<file path="src/rtl/ldce_write_seq.sv">
// Write sequencer for a bank of gated D-latches: registered data setup, gate pulse,
// data hold and clear-all, driven from a valid/ready command port.
module ldce_write_seq #(
  parameter int WIDTH     = 8,
  parameter int DEPTH     = 4,
  parameter int AW        = 2,
  parameter int SETUP_CYC = 1,
  parameter int GATE_CYC  = 2,
  parameter int HOLD_CYC  = 1,
  parameter int CLR_CYC   = 1
) (
  input  logic             C,
  input  logic             CLR,
  input  logic             REQ_VALID,
  output logic             REQ_READY,
  input  logic             REQ_CLEAR,
  input  logic [AW-1:0]    REQ_ADDR,
  input  logic [WIDTH-1:0] REQ_DATA,
  output logic [WIDTH-1:0] LAT_D,
  output logic [DEPTH-1:0] LAT_G,
  output logic             LAT_GE,
  output logic             LAT_CLR,
  output logic             DONE,
  output logic             ERR
);

  // state  | meaning
  // IDLE   | ready for a command; DONE/ERR pulse here on return
  // SETUP  | LAT_D driven with new data, gate still closed
  // GATE   | selected G line and GE open
  // HOLD   | gate closed, LAT_D held
  // CLEAR  | LAT_CLR asserted to the whole bank

  localparam int MAX_AB = (SETUP_CYC > GATE_CYC) ? SETUP_CYC : GATE_CYC;
  localparam int MAX_CD = (HOLD_CYC > CLR_CYC) ? HOLD_CYC : CLR_CYC;
  localparam int MAX_CYC = (MAX_AB > MAX_CD) ? MAX_AB : MAX_CD;
  localparam int CW = $clog2(MAX_CYC + 1);

  if (WIDTH < 1 || DEPTH < 1 || AW < 1 || (1 << AW) < DEPTH ||
      SETUP_CYC < 1 || GATE_CYC < 1 || HOLD_CYC < 1 || CLR_CYC < 1) begin : g_param_check
    $error("ldce_write_seq: illegal parameter set");
  end

  localparam logic [AW:0]   DEPTH_V  = (AW+1)'(DEPTH);
  localparam logic [CW-1:0] LD_SETUP = CW'(SETUP_CYC - 1);
  localparam logic [CW-1:0] LD_GATE  = CW'(GATE_CYC - 1);
  localparam logic [CW-1:0] LD_HOLD  = CW'(HOLD_CYC - 1);
  localparam logic [CW-1:0] LD_CLR   = CW'(CLR_CYC - 1);

  typedef enum logic [2:0] {
    S_IDLE  = 3'd0,
    S_SETUP = 3'd1,
    S_GATE  = 3'd2,
    S_HOLD  = 3'd3,
    S_CLEAR = 3'd4
  } state_t;

  state_t            state, nxt_state;
  logic [CW-1:0]     cnt, nxt_cnt;
  logic [AW-1:0]     addr_q, nxt_addr;
  logic [WIDTH-1:0]  nxt_d;
  logic [DEPTH-1:0]  addr_dec, nxt_g;
  logic              addr_bad;
  logic              accept;
  logic              lat_clr_q;
  logic              nxt_ge, nxt_clr, nxt_done, nxt_err, nxt_ready;

  always_comb begin
    addr_dec = '0;
    for (int i = 0; i < DEPTH; i++) begin
      addr_dec[i] = (addr_q == AW'(i));
    end
  end

  assign addr_bad = ({1'b0, addr_q} >= DEPTH_V);
  assign accept   = REQ_VALID & REQ_READY;

  always_comb begin
    nxt_state = state;
    nxt_cnt   = cnt;
    nxt_addr  = addr_q;
    nxt_d     = LAT_D;
    nxt_done  = 1'b0;
    nxt_err   = 1'b0;
    case (state)
      S_IDLE: begin
        if (accept) begin
          if (REQ_CLEAR) begin
            nxt_state = S_CLEAR;
            nxt_cnt   = LD_CLR;
          end else begin
            nxt_state = S_SETUP;
            nxt_cnt   = LD_SETUP;
            nxt_addr  = REQ_ADDR;
            nxt_d     = REQ_DATA;
          end
        end
      end
      S_SETUP: begin
        if (cnt == '0) begin
          nxt_state = S_GATE;
          nxt_cnt   = LD_GATE;
        end else begin
          nxt_cnt = cnt - 1'b1;
        end
      end
      S_GATE: begin
        if (cnt == '0) begin
          nxt_state = S_HOLD;
          nxt_cnt   = LD_HOLD;
        end else begin
          nxt_cnt = cnt - 1'b1;
        end
      end
      S_HOLD: begin
        if (cnt == '0) begin
          nxt_state = S_IDLE;
          nxt_done  = 1'b1;
          nxt_err   = addr_bad;
        end else begin
          nxt_cnt = cnt - 1'b1;
        end
      end
      S_CLEAR: begin
        if (cnt == '0) begin
          nxt_state = S_IDLE;
          nxt_done  = 1'b1;
        end else begin
          nxt_cnt = cnt - 1'b1;
        end
      end
      default: begin
        nxt_state = S_IDLE;
        nxt_cnt   = '0;
      end
    endcase
  end

  // Outputs are decoded from the next state and then registered, so every latch
  // control comes straight off a flop. addr_q is stable from SETUP onward.
  always_comb begin
    nxt_ge    = (nxt_state == S_GATE);
    nxt_g     = nxt_ge ? addr_dec : '0;
    nxt_clr   = (nxt_state == S_CLEAR);
    nxt_ready = (nxt_state == S_IDLE);
  end

  always_ff @(posedge C or posedge CLR) begin
    if (CLR) begin
      state     <= S_IDLE;
      cnt       <= '0;
      addr_q    <= '0;
      LAT_D     <= '0;
      LAT_G     <= '0;
      LAT_GE    <= 1'b0;
      lat_clr_q <= 1'b0;
      DONE      <= 1'b0;
      ERR       <= 1'b0;
      REQ_READY <= 1'b0;
    end else begin
      state     <= nxt_state;
      cnt       <= nxt_cnt;
      addr_q    <= nxt_addr;
      LAT_D     <= nxt_d;
      LAT_G     <= nxt_g;
      LAT_GE    <= nxt_ge;
      lat_clr_q <= nxt_clr;
      DONE      <= nxt_done;
      ERR       <= nxt_err;
      REQ_READY <= nxt_ready;
    end
  end

  // Reset clears the bank directly, without waiting for a clock.
  assign LAT_CLR = CLR | lat_clr_q;

endmodule

</file>
<file path="config.mk">
export PLATFORM = sky130hd
export DESIGN_NAME = ldce_write_seq
export DESIGN_NICKNAME = d
export VERILOG_FILES = /design/src/rtl/ldce_write_seq.sv
export SDC_FILE = /design/constraint.sdc
export NUM_CORES = 1
export LEC_CHECK = 0
export BUFFER_PORTS_ARGS = -buffer_cell sky130_fd_sc_hd__buf_2
export CAP_MARGIN = 20
export CORE_MARGIN = 8
export CORE_UTILIZATION = 32
export DETAILED_ROUTE_END_ITERATION = 8
export PLACE_DENSITY_LB_ADDON = 0.3
export SLEW_MARGIN = 0
export SYNTH_ARGS = -nofsm -noshare
export SYNTH_HDL_FRONTEND = slang
export SYNTH_SLANG_ARGS = --single-unit
export TNS_END_PERCENT = 10
</file>
<file path="constraint.sdc">
create_clock -name C -period 4.95 [get_ports C]
set_input_delay 0.495 -clock C [delete_from_list [all_inputs] [get_ports C]]
set_output_delay 0.495 -clock C [all_outputs]
set_load 0.01 [all_outputs]
</file>
### Yosys cells after proc, flatten, opt, wreduce, memory -nomap -nowiden

Index checks and enable logic that the tools add are counted.

* ROM bits: 0
* output and inout bits: 17
* flip-flop bits (word level): 23
* bits of input ports: 14
* latch bits: 0
* memories: 0
* memory bits (writable): 0

* order comparisons: 0
* reductions and logical operators: 7
* $add $sub $neg: 1
* bitwise logic cells: 3
* divide/modulo/power cells: 0
* mux-type cells: 14
* shift-type cells: 0
* equality and inequality tests: 11
* $mul: 0

Operators by type and width (count)
* $mux W3: 5
* $pmux W3 S4: 1
* $eq A3 B2 Y1 const B: 3
* $mux W2: 4
* $pmux W2 S4: 1
* $eq A3 B3 Y1 const B: 2
* $logic_not A3 Y1: 2
* $eq A2 B2 Y1 const B: 2
* $logic_not A2 Y1: 2
* $mux W4: 1
* $ne A2 B2 Y1 const B: 2
* $eq A3 B1 Y1 const B: 1
* $reduce_and A3 Y1: 1
* $eq A2 B1 Y1 const B: 1
* $mux W1: 2
* $reduce_and A2 Y1: 1
* $reduce_or A2 Y1: 1
* $sub A2 B1 Y2 const B: 1
* $and A1 B1 Y1: 1
* $not A1 Y1: 1
* $or A1 B1 Y1: 1

### Longest topological paths before layout

Gate-level depths: netlist of the first run.

* depth after elaboration: 5
* mapped depth: 6
* depth with buffers taken out: 6

### Worst setup path before layout of the first run

No wires, ideal clock.

* path type: register to register
* from: register state[0]
* to: register LAT_D[0]
* path buffers: 3
* arrival: 1.565 ns
* stages on the path, launching flop included: 7
* required time: 4.825 ns
* library setup time: 0.125 ns
* setup slack: 3.260 ns
* cells stage by stage: dfrtp_1 buf_6 or2_1 buf_6 nor4_4 buf_6 mux2_2

* longest elaborated chain between the ends: 2

Ends and longest elaborated chain
* from (decl): line 58 `state_t state, nxt_state;`
* from (signal assigned): line 161 `state <= nxt_state;`
* $logic_not A3 Y1: line 85 `case (state)`
* $reduce_and A3 Y1 (no line)
* to (signal assigned): line 164 `LAT_D <= nxt_d;`
* to (decl): line 19 `output logic [WIDTH-1:0] LAT_D,`

No other way between the ends.
A chain may end at the register's enable or synchronous reset.

### Final worst setup path of the first run

* from: register state[1]
* to: register LAT_D[7]

Same word-level chain as after synthesis.

==> results.md, run 1 <==
Timing:
- Based on the critical path, the design can be clocked at up to 0.503 GHz.
- The count of final setup violators is 0.
- The ratio of final minimum period to clock period is 0.402.
- The slew at the pin closest to its max-slew limit is 843 ps.
- The total negative setup slack is 0 ps.
- Setup repair after global routing left no endpoint under its margin.
- The worst path in the final design needs a cycle of 1990 ps, including I/O delays and setup.
- The smallest hold slack is 348 ps.
- The number of max-slew violations in the final report is 0.
- Clock skew on the completed layout was measured at 8.06 ps.
- The number of endpoints with negative hold slack in the final report is 0.
- The worst slew margin relative to its limit is 0.438.

Run status:
- The run finished with clean final reports.

Global routing:
- The pin count of the biggest net entering global routing is 24.
- Across every metal layer, demand over resource in global routing totals 0.0791.
- Global routing finished with a remaining overflow of 0.
- The number of antenna violations at the first check in global routing was 0.
- The via count of the first global-routing pass was 786.
- The first global-routing pass estimated 3440 um of wire.

Yosys:
- After synthesis, the share of flip-flops with an asynchronous set or reset is 1.00.
- For this run, the leading register cell type out of synthesis is dfrtp_1.
- The cell area after technology mapping is 0.00108 mm^2.
- Averaged over all synthesized cells, the footprint is 12.1 um^2.
- The number of synthesized flops with an enable pin is 0.
- The post-synthesis cell type with the largest combined area is dfrtp_1.
- The share of synthesized area in the top cell type comes to 0.531.
- The number of cells produced by synthesis is 90.
- In this run, synthesis produced a sequential element count of 23.
- The number of nets in the synthesized netlist is 107.
- The count of different cell masters after synthesis is 31.
- By area the synthesized netlist is led by dfrtp_1 (53%), mux2_2 (11%), ha_1 (3.5%).
- Of the synthesized area, sequential elements account for 0.531.
- For this run, the number of Yosys warnings is 0.

Clock network:
- Clock-pin slew was measured on the worst setup and hold paths at 120 ps.
- Once the clock tree was built, the setup fixing pass inserted 0 buffers.
- The worst-skew pair later-pin latency is 300 ps.
- The count of hold buffers inserted by post-cts repair is 0.
- The number of CTS-inserted buffers is 3.
- CTS placed an instance of clkbuf_4 at the clock tree root.
- Counting along the longest clock path gives a buffer depth of 2.
- In this run the number of H-tree levels came out at 1.
- The count of cells resized by post-cts repair is 0.
- The number of clock sinks is 23.
- TritonCTS built the clock tree.

Place:
- At the end of routability-driven placement, the weighted congestion stood at 0.774.
- Once placement finished, the instance area stood at 0.00123 mm^2.
- The count of port buffers added during placement is 29.
- The estimated wirelength of the detail-placed design is 1550 um.

Floorplan:
- The region available for standard cell placement spans 0.00328 mm^2.
- Measured along the y axis, the die boundary spans 74.2 um.
- The initial core utilization is 0.330.
- The I/O pin total is 31.
- The die width is 74.2 um.
- The floorplan step defined a die boundary enclosing 0.00551 mm^2.
- In this run the core area contains 21 standard-cell rows.

Power:
- The maximum ir drop on the vdd rail is 0.223 mV.
- The switching share of power is 0.377.
- Summed over all cells, the static leakage comes to 0.606 nW.
- The power share of the clock group is 0.116.
- For this design the total switching power over the nets is 0.268 mW.
- Dividing total power by cell area gives a power density of 565 mW/mm^2.
- The combinational share of power is 0.419.
- The share of total power dissipated in sequential elements is 0.464.
- Internal power comes to 0.444 mW.

Final layout:
- The relative area change from synthesis to final layout is 16.1%.
- At the end of the flow, the number of nets in the layout was 134.
- After routing the design area is 0.00126 mm^2.
- In the final layout, the multi-input gates occupy 433 um^2.
- The ratio of cells with drive above 1 in the final layout is 0.397.
- The library cells used most frequently in the layout, excluding fill and tap cells, are buf_2 (29), dfrtp_1 (23), mux2_2 (11), inv_1 (6), nand2_1 (5).
- The fill cell total of the finished layout is 331.
- 0 antenna diodes ended up in the layout.
- The sequential cells in the finished layout cover a total of 576 um^2.
- Leaving out fill and tap cells, the most frequent cell in the layout is buf_2.
- The post-layout utilization of the core is 0.384.

Worst hold path:
- The worst hold path belongs to the class in2async.

Setup path:
- The most critical setup path has its startpoint at state[1].
- Of all nets on the critical path, the largest fanout is 12.
- The type of element capturing the critical path is a register.
- The required time of the critical path is 5140 ps.
- The critical path startpoint category is a register.
- The worst reg2reg path startpoint is state[1].
- At the worst endpoint, the arrival time is 2180 ps.
- The startpoint-to-endpoint class of the critical path is reg2reg.

Drt:
- The number of design rule violations left after detail routing is 0.
- Across all layers, the routed design uses 738 vias.
- The residual antenna-violating net count after detailed routing is 0.
- Dividing the detail-routed via count by the number of cells gives 4.56.
- After detailed routing, the total wire length is 2030 um.
- After the first detailed-routing iteration, the DRC count stood at 17.
- The number of iterations in the first detailed-routing pass is 4.
- The average wire per cell in the routed design is 12.5 um.

Flow run:
- Max-cap violations in this run came to 0.
[cells in the mapped netlist, types with 2 or more instances]
master	number
dfrtp_1	23
mux2_2	11
inv_1	6
nand2_1	5
nor2_1	4
a21oi_1	3
buf_6	3
ha_1	3
nand3b_1	3
nor3b_1	3
o21ai_0	3
a221o_1	2
clkbuf_1	2
o211ai_1	2
[path summary, 6_finish.rpt]
check / endpoint / slack (ps) / depth (start not counted)
min reg2reg: LAT_G[0] / 510 / 1
max in group asynchronous: LAT_D[4] / 4080 / 2
max reg2reg: LAT_D[7] / 2960 / 3
min in group C: addr_q[0] / 410 / 2
max: LAT_D[7] / 2960 / 3
min: cnt[0] / 350 / 2
[worst max-delay path, stage by stage (launching register included)]
cell and delay, ps:
dfrtp_1 510, or2_1 350, nor4_4 610, mux2_2 400
[metrics by stage]
step	worst slack, ps	cells	power (mW)
after detailed placement	2950	158	0.639
final	2960	162	0.711
after global routing	2810	162	0.779
after floorplan	3260	90	0.560
after global placement	3010	158	0.627
after CTS	2930	162	0.727
[registers in the layout, summed over array words and instances (netlist names)]
| signal | cells |
|---|---|
| cnt | 2 |
| addr_q | 2 |
| LAT_D | 8 |
| state | 3 |
| DONE | 1 |
| REQ_READY | 1 |
| lat_clr_q | 1 |
| LAT_G | 4 |
| LAT_GE | 1 |
[layer usage]
metal	wire length (um)	GRT usage	share of wire
met1	940	0.0999	0.46
met5	0	0	0
met3	138	0.0296	0.068
met4	8	0.0261	0.0039
met2	941	0.121	0.46
[power by group through the flow]
| stage | registers [mW] | logic, mW | clock network, mW |
|---|---|---|---|
| detailed placement | 0.335 | 0.304 | 0 |
| global route | 0.345 | 0.337 | 0.0970 |
| finish | 0.330 | 0.298 | 0.0829 |
| CTS | 0.331 | 0.306 | 0.0895 |
| global placement | 0.330 | 0.298 | 0 |
| floorplan | 0.333 | 0.226 | 0 |
[area by class of cell]
type / instances / share of cell area
multi-input cells: 54 / 0.344
well taps: 46 / 0.0457
flip-flops and latches: 23 / 0.457
inverters: 6 / 0.0179
clock buffers: 4 / 0.0209
repair buffers: 29 / 0.115
[kinds of logic after synthesis]
family,count (synthesis),share of synthesized area
buf+inv,13,0.0704
flops,23,0.531
xor+xnor,1,0.00808
fa+ha+maj,3,0.0346
compound gates,13,0.0842
other cells,1,0.00346
simple gates,23,0.135
mux,13,0.134
(Power assumes the default switching activity.)
==> inputs of run 2 (changes only) <==
clock period = 1.7 ns   (was 4.95 ns; I/O delays follow)
==> results.md, run 2 (same netlist as run 1, synthesis figures left out) <==
Place:
- The HPWL after detailed placement is 1580 um.
- The placement-stage cell area is 0.00130 mm^2.
- The worst slack at placement is 106 ps.
- During placement, the flow inserted port buffers numbering 29.
- The weighted congestion reported at the end of routability-driven placement is 0.854.

Setup path:
- The worst setup path is captured at a register.
- The startpoint-to-endpoint class of the critical path is reg2reg.
- The worst setup path is launched from a register.
- For the worst setup path, the data required time is 1950 ps.
- The worst endpoint data arrival time is 1880 ps.
- In this run the worst path has a maximum fanout of 4.

Timing:
- Of the available clock period, the critical path in the final layout requires 0.956.
- The time the final worst path needs with I/O delays and setup is 1630 ps.
- Adding up every negative setup slack in the final design gives 0 ps.
- The number of endpoints with negative hold slack in the final report is 0.
- Setup repair after global routing left no endpoint under its margin.
- The worst-case clock skew is 3.56 ps.
- The tightest hold path in the finished design has a slack of 78.9 ps.
- The number of max-slew violations in the final report came to 0.
- In the post-route analysis, the smallest setup slack over all paths is 74.9 ps.
- The maximum frequency from static timing analysis is 0.615 GHz.
- The count of final setup violators is 0.

Power:
- The power density over the cells is 1630 mW/mm^2.
- The maximum ir drop on the vdd rail is 0.640 mV.
- The static leakage power is 0.662 nW.

Worst hold path:
- The path class of the lowest-slack min-delay path is in2reg.

Run status:
- The flow ran to the end, and the final reports show no timing, DRC or antenna violations.

Final layout:
- The cell area after layout is 0.00136 mm^2.
- The number of antenna cells inserted is 0.
- The relative area change from synthesis to final layout is 25.0%.
- In the layout the commonest cells are buf_2 (29), dfrtp_1 (23), mux2_2 (11), buf_4 (8), inv_1 (6).
- The register with the most flip-flops in the layout has 8 of them.
- In the final layout, the share of cells above drive strength 1 is 0.452.
- More flip-flops sit in one register than any other, and that register is LAT_D.
- In the final design database the tool counted 144 nets.
- Leaving out fill and tap cells, the most frequent cell in the layout is buf_2.
- The fill cell total of the finished layout is 332.
- The largest registers in the layout are LAT_D: 8 flops, LAT_G: 4 flops, state: 3 flops.
- The post-layout utilization of the core is 0.413.

Clock network:
- The tree is rooted in a clkbuf_4.
- The clock passes through at most 2 buffers.
- The number of clock sinks is 23.
- Buffers inserted during clock tree synthesis total 3.
- TritonCTS built the clock tree.
- The worst-skew pair later-pin latency is 300 ps.
- In this run the number of H-tree levels came out at 1.
- The clock input transition at the sequential cells of the worst setup and hold paths is 120 ps.

Drt:
- In the routed layout, each cell is associated on average with a via count of 4.48.
- The residual antenna-violating net count after detailed routing is 0.
- The number of design rule violations left after detail routing is 0.
- The total wire length after detailed routing is 2080 um.
- The detailed router's first-iteration violation count is 11.
- The detailed router placed 771 vias in this run.
- In the final routed layout, each cell accounts on average for 12.1 um.
- The number of iterations in the first detailed-routing pass is 4.

Floorplan:
- The initial core utilization is 0.330.
- The height of the die is 74.2 um.
- The die width is 74.2 um.
- Pin placement for this block handled 31 I/O pins.
- The floorplan step defined a core boundary enclosing 0.00328 mm^2.
- The number of core rows is 21.
- The die area is 0.00551 mm^2.

Global routing:
- The first global-routing pass estimated 3530 um of wire.
- The total overflow left after global routing is 0.
- The number of antenna violations at the first check in global routing is 0.
- The via count of the first global-routing pass is 835.
- The pin count of the biggest net entering global routing is 24.
- In the global route stage, overall resource usage came out at 0.0804.

Flow run:
- Across the run, the number of max-cap violations was 0.
[run 2: cell types whose count changed in the layout (fill, tap and decap cells not counted), sizes merged]
cell         previous run  this run
clkbuf                  4         3
clkinv                  0         1
dlygate4sd3             0         1
buf                    29        38
[run 2: per-layer routing]
layer / part of all wire / vias to the layer above / GRT usage
li1: - / 382 / -
met1: 0.47 / 363 / 0.101
met2: 0.46 / 22 / 0.126
met3: 0.054 / 4 / 0.0270
met4: 0.0077 / 0 / 0.0261
met5: 0 / - / 0
[run 2: final cells by class]
cell class / count / area [um^2] / area share
Clock buffer: 3 / 22.5 / 0.0166
Sequential cell: 23 / 576 / 0.424
Tap cell: 46 / 57.6 / 0.0424
Timing Repair Buffer: 39 / 235 / 0.173
Multi-Input combinational cell: 54 / 438 / 0.323
Inverter: 6 / 22.5 / 0.0166
Clock inverter: 1 / 5.00 / 0.00369
[run 2: through the flow]
| step | std cells | power (mW) |
|---|---|---|
| floorplan | 90 | 1.63 |
| global placement | 165 | 1.92 |
| detailed placement | 165 | 1.96 |
| CTS | 170 | 2.21 |
| global route | 172 | 2.42 |
| finish | 172 | 2.22 |
[run 2: timing repair]
| action | 4_1_cts | 5_1_grt |
|---|---|---|
| hold buffers | 1 | 0 |
| buffers inserted | 0 | 2 |
| gates resized for setup | 0 | 1 |
| setup endpoints to repair | 0 | 1 |
| endpoints found under the hold margin | 23 | 0 |
[run 2: final timing paths]
path	cells past startpoint	end	slack, ps	startpoint
min	2	addr_q[0]	80	REQ_ADDR[0]
min reg2reg	1	LAT_G[1]	510	addr_q[1]
min in group asynchronous	4	REQ_READY	440	CLR
max reg2reg	6	LAT_G[3]	70	cnt[0]
max in group asynchronous	4	LAT_G[0]	1030	CLR
max	6	LAT_G[3]	70	cnt[0]
[run 2: report_power, final]
part	total, mW	switching (mW)	internal, mW
combinational	1.08	0.542	0.538
clock	0.245	0.158	0.0877
sequential	0.891	0.123	0.768
total	2.22	0.823	1.39
[run 2: critical path: stages (launching register included)]
cell and delay, ps:
dfrtp_1 400, inv_1 80, ha_1 210, or3b_2 430
a21o_1 230, inv_1 80, and3_1 150
==> inputs of run 3 (changes only) <==
REMOVE_ABC_BUFFERS = 1   (was unset)
==> results.md, run 3 (same netlist as run 1, synthesis figures left out) <==
Run status:
- The flow ran to the end, and the final reports show no timing, DRC or antenna violations.

Global routing:
- The via count of the first global-routing pass is 828.
- In the global route stage, overall resource usage came out at 0.0866.
- The number of antenna violations at the first check in global routing came to 0.
- The global-route congestion overflow total is 0.
- The first global-routing pass estimated 3740 um of wire.
- Entering global routing, the biggest net connects 24 pins.

Power:
- Of the total power, the clock network draws 0.110.
- The maximum ir drop on the vdd rail is 0.667 mV.
- The reported net switching power is 0.834 mW.
- The switching share of power is 0.375.
- The internal power of the cells totals 1.39 mW.
- The share of total power dissipated in sequential elements is 0.400.
- Of the total power, combinational logic draws 0.489.
- The power density over the cells is 1650 mW/mm^2.
- For this design the static power due to leakage is 0.661 nW.

Clock network:
- The TritonCTS clock tree is done.
- Clock-pin slew was measured on the worst setup and hold paths at 130 ps.
- The clock passes through at most 2 buffers.
- Clock tree synthesis selected as its root buffer the cell clkbuf_4.
- The H-tree depth is 1.
- CTS saw 23 sinks.
- The worst-skew pair later-pin latency is 310 ps.
- The number of CTS-inserted buffers is 3.

Final layout:
- The total area of multi-input combinational cells is 433 um^2.
- The leading cell type in the layout, fill and taps excluded is buf_2.
- The net count reported at finish is 144.
- Ranked by flip-flop count, first place goes to LAT_D.
- In the layout the commonest cells are buf_2 (29), dfrtp_1 (23), mux2_2 (11), buf_4 (8), inv_1 (6).
- The largest registers in the layout are LAT_D: 8 flops, LAT_G: 4 flops, state: 3 flops.
- The ratio of cells with drive above 1 in the final layout is 0.444.
- The number of antenna diodes in the final layout is 0.
- The number of flip-flops in the largest register is 8.
- Counting the fill cells in the layout gives 333.
- The sequential cells in the finished layout cover a total of 576 um^2.
- The cell area after layout is 0.00135 mm^2.
- The relative area change from synthesis to final layout is 24.6%.

Setup path:
- The largest fanout on the critical path is 4.
- Data on the critical path is required at its endpoint by 1950 ps.
- For the worst setup path, the data arrival time is 1820 ps.
- The delay of the slowest cell on the worst path is 430 ps.
- The type of element capturing the critical path is a register.
- The worst setup path is launched from a register.
- By startpoint and endpoint, the worst setup path is classified as reg2reg.
- The largest individual stage delay along the critical path comes from the cell or3b_2.
- The critical path contains buffers and inverters numbering 2 combined.
- Walking the worst path, the cells encountered are inv_1 > ha_1 > or3b_2 > a21o_1 > inv_1 > and3_1.
- The gate family responsible for the most delay along the worst path is simple AND/OR/NAND/NOR gates.
- The most numerous cell type found on the critical path is inv_1.

Floorplan:
- Pin placement for this block handled 31 I/O pins.
- Row generation in the floorplan step produced 21 rows.
- The die area is 0.00551 mm^2.
- The die width is 74.2 um.
- The initial core utilization is 0.330.
- The height of the die is 74.2 um.
- In this run the standard cell core region covers 0.00328 mm^2.

Drt:
- The residual antenna-violating net count after detailed routing is 0.
- The vias after detailed routing is 781.
- The detailed router's first-iteration violation count is 40.
- The number of iterations in the first detailed-routing pass is 4.
- The via-per-instance ratio is 4.54.
- For this run, design rule violations remaining after detail routing come to 0.
- Summed over all layers, the routed wires come to 2280 um.
- The average wire per cell in the routed design is 13.2 um.

Timing:
- Setup violations remaining at the end of the flow were counted as 0.
- For this run, the top clock speed supported by timing is 0.636 GHz.
- The ratio of final minimum period to clock period is 0.924.
- The number of endpoints with negative hold slack in the final report is 0.
- The smallest hold slack is 82.4 ps.
- The clock arrives with 9.31 ps of skew.
- The number of max-slew violations in the final report came to 0.
- Setup repair after global routing left no endpoint under its margin.
- The time the final worst path needs with I/O delays and setup is 1570 ps.

Worst hold path:
- The min-delay analysis places its worst path in the category in2reg.

Place:
- After legalization and detailed placement, the total HPWL measured 1740 um.
- The weighted congestion reported at the end of routability-driven placement is 0.745.
- The placement-stage cell area is 0.00130 mm^2.
- The count of port buffers added during placement is 29.

Flow run:
- Max-cap violations in this run came to 0.
## run 3: cell count changes in the layout (fill, tap and decap cells not counted)
cell,delta
nor3b_1,+1
nor3b_2,-1
## run 3: power groups by stage
stage | sequential, mW | clock [mW] | combinational [mW]
global placement | 0.896 | 0 | 1.03
floorplan | 1.01 | 0 | 0.539
global route | 0.927 | 0.286 | 1.20
detailed placement | 0.916 | 0 | 1.07
CTS | 0.906 | 0.262 | 1.07
finish | 0.892 | 0.246 | 1.09
## run 3: what timing repair did
item                       CTS  global route
gates resized for setup      0             0
hold endpoints to repair    23             0
hold buffers                 1             0
buffers inserted             0             2
setup endpoints to repair    0             4
## run 3: per-stage QoR
stage	setup WS, ps	utilization	power, mW	TNS (ps)	instances
3_3_place_gp	150	0.395	1.93	0	165
3_5_place_dp	92.2	0.395	1.98	0	165
2_1_floorplan	-83.6	-	1.55	-814	83
4_1_cts	69.2	0.407	2.24	0	170
5_1_grt	20.2	0.411	2.41	0	172
6_report	129	0.411	2.23	0	172
## run 3: final timing paths
check                      slack, ps  cells past startpoint   endpoint   startpoint
max in group asynchronous       1030                      4  addr_q[0]          CLR
max reg2reg                      130                      6   LAT_G[3]       cnt[1]
min in group asynchronous        430                      4  lat_clr_q          CLR
min                               80                      2   LAT_D[7]  REQ_DATA[7]
max                              130                      6   LAT_G[3]       cnt[1]
min reg2reg                      520                      1   LAT_G[2]    addr_q[0]
## run 3: area by class of cell
cell class                 instances  area share
clock buffer                       3      0.0167
clock inverter                     1     0.00370
inverter                           6      0.0167
multi-input combinational         54       0.320
sequential                        23       0.426
tap                               46      0.0426
timing repair buffer              39       0.174
## run 3: worst register-to-register path, cell delays in order, from the launching register on
cell     delay [ps]
dfrtp_1         400
inv_1            60
ha_1            190
or3b_2          430
a21o_1          220
inv_1            70
and3_1          140
## run 3: routing by layer
metal	share of wire	vias to the layer above	global-route usage
li1	-	378	-
met1	0.42	384	0.0966
met2	0.52	17	0.149
met3	0.042	2	0.0243
met4	0.015	0	0.0391
met5	0	-	0
